--- src/rtl/gcd_controller.sv ---
// rtl/gcd_controller.sv - Moore control FSM for the subtractive GCD datapath.
// Start/busy/done handshake plus an iteration guard that aborts non-terminating runs.
module gcd_controller #(
   parameter int ITER_W   = 16,
   parameter int MAX_ITER = 1000
) (
   input  logic              CLK,
   input  logic              reset,
   input  logic              start,
   input  logic              x_gt_y,
   input  logic              x_lt_y,
   output logic              sel_x,
   output logic              sel_y,
   output logic              sel_sub,
   output logic              ld_x,
   output logic              ld_y,
   output logic              ld_obeb,
   output logic              busy,
   output logic              done,
   output logic              timeout,
   output logic [ITER_W-1:0] iter_count
);

   typedef enum logic [2:0] {
      S_IDLE  = 3'd0,
      S_LOAD  = 3'd1,
      S_CMP   = 3'd2,
      S_SUBX  = 3'd3,
      S_SUBY  = 3'd4,
      S_STORE = 3'd5,
      S_DONE  = 3'd6,
      S_ABORT = 3'd7
   } state_t;

   localparam logic [ITER_W-1:0] MAX_C = ITER_W'(MAX_ITER);

   state_t            state_q, state_d;
   logic [ITER_W-1:0] iter_q, iter_d;
   logic              iter_max;

   assign iter_max   = (iter_q == MAX_C);
   assign iter_count = iter_q;

   always_ff @(posedge CLK or posedge reset) begin
      if (reset) begin
         state_q <= S_IDLE;
         iter_q  <= '0;
      end else begin
         state_q <= state_d;
         iter_q  <= iter_d;
      end
   end

   // A gt+lt flag pair is illegal; it falls into the x_gt_y branch by priority.
   always_comb begin
      state_d = S_IDLE;
      iter_d  = iter_q;
      case (state_q)
         S_IDLE:  state_d = start ? S_LOAD : S_IDLE;
         S_LOAD: begin
            iter_d  = '0;
            state_d = S_CMP;
         end
         S_CMP: begin
            if (x_gt_y)      state_d = iter_max ? S_ABORT : S_SUBX;
            else if (x_lt_y) state_d = iter_max ? S_ABORT : S_SUBY;
            else             state_d = S_STORE;
         end
         S_SUBX, S_SUBY: begin
            iter_d  = iter_max ? iter_q : iter_q + 1'b1;
            state_d = S_CMP;
         end
         S_STORE: state_d = S_DONE;
         S_DONE:  state_d = S_IDLE;
         S_ABORT: state_d = S_IDLE;
         default: state_d = S_IDLE;
      endcase
   end

   always_comb begin
      sel_x   = 1'b0;
      sel_y   = 1'b0;
      sel_sub = 1'b0;
      ld_x    = 1'b0;
      ld_y    = 1'b0;
      ld_obeb = 1'b0;
      busy    = (state_q != S_IDLE);
      done    = 1'b0;
      timeout = 1'b0;
      case (state_q)
         S_LOAD: begin
            ld_x = 1'b1;
            ld_y = 1'b1;
         end
         S_SUBX: begin
            sel_x = 1'b1;
            ld_x  = 1'b1;
         end
         S_SUBY: begin
            sel_sub = 1'b1;
            sel_y   = 1'b1;
            ld_y    = 1'b1;
         end
         S_STORE: ld_obeb = 1'b1;
         S_DONE:  done    = 1'b1;
         S_ABORT: timeout = 1'b1;
         default: ;
      endcase
   end

endmodule

--- config.mk ---
export PLATFORM = sky130hd
export DESIGN_NAME = gcd_controller
export DESIGN_NICKNAME = d
export VERILOG_FILES = /design/src/rtl/gcd_controller.sv
export SDC_FILE = /design/constraint.sdc
export NUM_CORES = 1
export LEC_CHECK = 0
export ABC_AREA = 0
export CAP_MARGIN = 10
export CORE_MARGIN = 2
export CORE_UTILIZATION = 52
export CTS_CLUSTER_SIZE = 14
export DETAILED_ROUTE_END_ITERATION = 10
export HOLD_SLACK_MARGIN = 0.05
export PLACE_DENSITY = 0.84
export SETUP_SLACK_MARGIN = 0.2
export SYNTH_ARGS = -nofsm -noshare
export SYNTH_HDL_FRONTEND = slang
export SYNTH_SLANG_ARGS = --single-unit
--- constraint.sdc ---
create_clock -name CLK -period 3.1 [get_ports CLK]
set_clock_uncertainty 0.15 [all_clocks]
set_input_delay 0.31 -clock CLK [delete_from_list [all_inputs] [get_ports CLK]]
set_output_delay 0.31 -clock CLK [all_outputs]
set_load 0.02 [all_outputs]
# [Word level (Yosys, flattened, before mapping)]
# Index checks and enable logic that the tools add are counted.
# Widths: inputs -> output; s select.
[totals] in_bits=5 output_inout_bits=25 reg_bits=19 word_cells=36
[op_classes] n_addsub=1 reduce_logical=9 eq_ne=9 muxes=15
[op_table] operator="$pmux 16 s2" n=1
[op_table] operator="$add 16x1->16 const B" n=1
[op_table] operator="$eq 16x10->1 const B" n=1
[op_table] operator="$mux 16" n=1
[op_table] operator="$pmux 3 s5" n=1
[op_table] operator="$eq 3x3->1 const B" n=4
[op_table] operator="$mux 1" n=8
[op_table] operator="$reduce_or 2->1" n=4
[op_table] operator="$eq 3x2->1 const B" n=2
[op_table] operator="$mux 3" n=2
[op_table] operator="$mux 2" n=2
[op_table] operator="$eq 3x1->1 const B" n=1
[op_table] operator="$logic_not 3->1" n=1
[op_table] operator="$reduce_bool 3->1" n=1
[op_table] operator="$reduce_or 3->1" n=1
[op_table] operator="$ne 2x2->1 const B" n=1
[op_table] operator="$reduce_and 2->1" n=1
[op_table] operator="$reduce_bool 2->1" n=1

# [Longest topological paths before layout]
[depth] word_depth=5 depth_mapped=6

# [Least setup slack after synthesis]
# OpenSTA, ideal clock, no wires.
[synth_timing] path_kind="register -> register" start="reg state_q[1]" end="reg iter_q[4], in the netlist iter_count[4]" t_required_ps=2869 setup_time_ps=81 setup_slack_ps=1152 stages_incl_launch_ff=7 arrival_ps=1717 path_cell_list="dfrtp_1 > buf_6 > or3b_4 > inv_1 > nor2_1 > nor4b_1 > mux2i_1"
[synth_between] elab_chain_len=4 elab_cells_between_ends=8 classes_between="4 x eq/ne; 1 x mux; 3 x reduce/logical"
[synth_rtl] item="start: declaration" line="37" rtl="state_t state_q, state_d;"
[synth_rtl] item="start signal: assignment" line="49" rtl="state_q <= state_d;"
[synth_rtl] item="$eq 3x2->1 / $eq 3x3->1 (equally long branches)" line="58" rtl="case (state_q)"
[synth_rtl] item="$reduce_or 2->1" line="58"
[synth_rtl] item="$ne 2x2->1 (no line) / $reduce_bool 2->1 (equally long branches)"
[synth_rtl] item="$reduce_and 2->1 (no line)"
[synth_rtl] item="end signal: assignment" line="50" rtl="iter_q <= iter_d;"
[synth_rtl] item="end: declaration" line="38" rtl="logic [ITER_W-1:0] iter_q, iter_d;"
# Several ways; a longest one is shown, not always the timed one.
# A chain may end at the register's enable or synchronous reset.

# [Worst setup path in the final report]
[layout_timing] start="reg state_q[1]" end="out ld_y"
[layout_between] elab_chain_len=3 elab_cells_between_ends=4 classes_between="2 x eq/ne; 1 x mux; 1 x reduce/logical"
[layout_rtl] item="$eq 3x3->1 / $eq 3x1->1 (equally long branches)" line="90" rtl="case (state_q)"
[layout_rtl] item="$reduce_or 2->1 (no line) (*)"
[layout_rtl] item="$mux 1 (*)" line="90"
[layout_rtl] item="end: declaration" line="16" rtl="output logic ld_y,"
# Mark *: on every way between the ends. The rest lies on a longest branch, timed or not.

==> results.json <==
{
  "cts-root-buf": "clkbuf_4",
  "gp_congestion": 0.912,
  "seqCellArea_sq_um": 475,
  "crit_path_start": "state_q[1]",
  "drt_iter0_markers": 38,
  "drc": 0,
  "hpwlAfterDp_um": 2200,
  "fp.dieW_um": 52.3,
  "p_leak_nw": 0.618,
  "start_util_pct": 54.8,
  "cpMaxStageDelayCell": "or3b_2",
  "critPathRequiredTime_ps": 2640,
  "layout_common_cells": "clkdlybuf4s50_1 (29), dfrtp_1 (19), nand2_1 (14)",
  "cts_setup_buffers": 0,
  "ys.warnings.count": 0,
  "grt-ovfl-total": 0,
  "layout_commonest_cell": "clkdlybuf4s50_1",
  "drive_above_1_share_pct": 11.5,
  "syn_avg_cell_area_sq_um": 9.39,
  "cts.htree.levels": 1,
  "critical_path_buf_inv_count": 1,
  "preCtsSetupSlack_ps": 924,
  "relSlewSlack_pct": 52.2,
  "nFillCells": 183,
  "reg2reg_from": "state_q[2]",
  "grt_pass1_vias": 1067,
  "clk_path_buf_depth": 2,
  "fin_crit_sh_pct": 81.7,
  "path_depth": 3,
  "grt_pass1_wl_um": 5000,
  "end_kind": "output port",
  "holdBufCountCts": 0,
  "setup_violations": 0,
  "fp.dieH_um": 52.3,
  "path_class": "reg -> out",
  "vdd_drop_max_mv": 0.527,
  "use_met3_pct": 3.71,
  "detail-route-antenna-nets": 0,
  "power.total_mw": 0.958,
  "routed_via_density": 6.12,
  "layout_setup_ws_ps": 568,
  "arrival_ps": 2070,
  "min_period_ps": 2530,
  "fmax_ghz": 0.395,
  "first_pass_iters": 4,
  "synthesis.area_sq_um": 1210,
  "async_flop_share_pct": 100,
  "cts_tree": "done",
  "yosysUniqueCellTypes": 41,
  "min_path_type": "in -> async",
  "use_met1_pct": 32.8,
  "cp_max_fo": 9,
  "tightest_slew_ps": 716,
  "wl_per_cell_um": 16.2,
  "gr-max-usage-layer": "met2",
  "path_delay_family": "simple AND/OR/NAND/NOR gates",
  "rows": 17,
  "drv_cap": 0,
  "clk_pin_slew_worst_paths_ps": 110,
  "synth_seq_area_share_pct": 39.3,
  "portBuffers": 29,
  "cts_sinks": 19,
  "multiInputGateArea_sq_um": 664,
  "max_stage_delay_ps": 590,
  "crit_path_start_kind": "register",
  "cts_resized": 0,
  "final_max_slew_viol_count": 0,
  "finalSetupTns_ps": 0,
  "finalNetCount": 165,
  "synth-seq-cells": 19,
  "status": "completed",
  "n_antenna_cell": 0,
  "grt_max_degree": 20,
  "vias": 1133,
  "rr_worst_depth": 5,
  "insertion_delay_ps": 310,
  "track_usage_pct": 25.5,
  "coreArea_sq_um": 2210,
  "synthFlopType": "dfrtp_1",
  "syn-num-nets": 136,
  "antenna_found_initial": 0,
  "syn-instance-count": 129,
  "die_area_sq_um": 2730,
  "wl_um": 3000,
  "hold_viol": 0,
  "cts-buffers-inserted": 3,
  "synth_edf_count": 0,
  "rsz0062_at_grt": "no",
  "top_level_ports": 30,
  "path_cells": "or3b_2, nand2_1, clkdlybuf4s50_1",
  "use_met2_pct": 41.8,
  "area_delta_synth_final_pct": 25.9,
  "power_density_nw_per_um2": 628
}
## path summary, 6_finish.rpt
kind                                  to  slack [ps]
min in group CLK           iter_count[4]         480
max reg2reg                iter_count[4]        1000
min                        iter_count[7]         260
max                                 ld_y         570
min reg2reg                iter_count[4]         480
max in group asynchronous     state_q[2]        2100
## cell type report
class                           count  area share [%]
Clock buffer                        4            1.72
Timing Repair Buffer               30            19.5
Multi-Input combinational cell     97            43.6
Tap cell                           28            2.30
Sequential cell                    19            31.2
Inverter                            7            1.72
## stage by stage
| stage | cell area (sq um) | hold WS (ps) | util (%) | std cells |
|---|---|---|---|---|
| final | 1530 | 256 | 68.9 | 185 |
| after global routing | 1530 | 348 | 68.9 | 185 |
| after CTS | 1530 | 291 | 68.9 | 185 |
| after detailed placement | 1500 | 450 | 67.8 | 181 |
| after global placement | 1500 | 428 | 67.8 | 181 |
| after floorplan | 1210 | 111 | - | 129 |
## cells by family after synthesis
family | after synthesis | synth area share (%)
buffers and inverters | 13 | 5.89
DFF | 19 | 39.3
muxes | 3 | 2.48
xor gates and xnor gates | 7 | 5.06
and+or+nand+nor | 58 | 27.6
AOI/OAI and AO/OA | 27 | 17.7
adders and majority gates | 2 | 2.07
## synthesized netlist by cell type (3+ instances only)
master	count	share of area (%)
dfrtp_1	19	39
nand2_1	14	4.3
nor2_1	9	2.8
inv_1	7	2.2
xnor2_1	7	5.1
a21oi_1	6	2.5
a2111oi_2	4	5.0
nand3_1	4	1.7
nand4_1	4	2.1
nor2_2	4	2.1
a211oi_1	3	1.9
and4_1	3	2.2
mux2i_1	3	2.5
o21ai_0	3	1.2
## sequential cells by signal, summed over array words and instances (netlist names)
register / cells
state_q: 3
iter_count: 16
## power by group
part / internal (mW) / switching, mW
logic: 0.198 / 0.283
clock network: 0.0503 / 0.0812
registers: 0.283 / 0.0633
total: 0.531 / 0.427
## metal layers
metal	vias up	part of all wire, %
li1	527	-
met1	561	41
met2	41	52
met3	4	5.0
met4	0	2.1
met5	-	0
No activity file was read; power rests on OpenSTA's default activity.
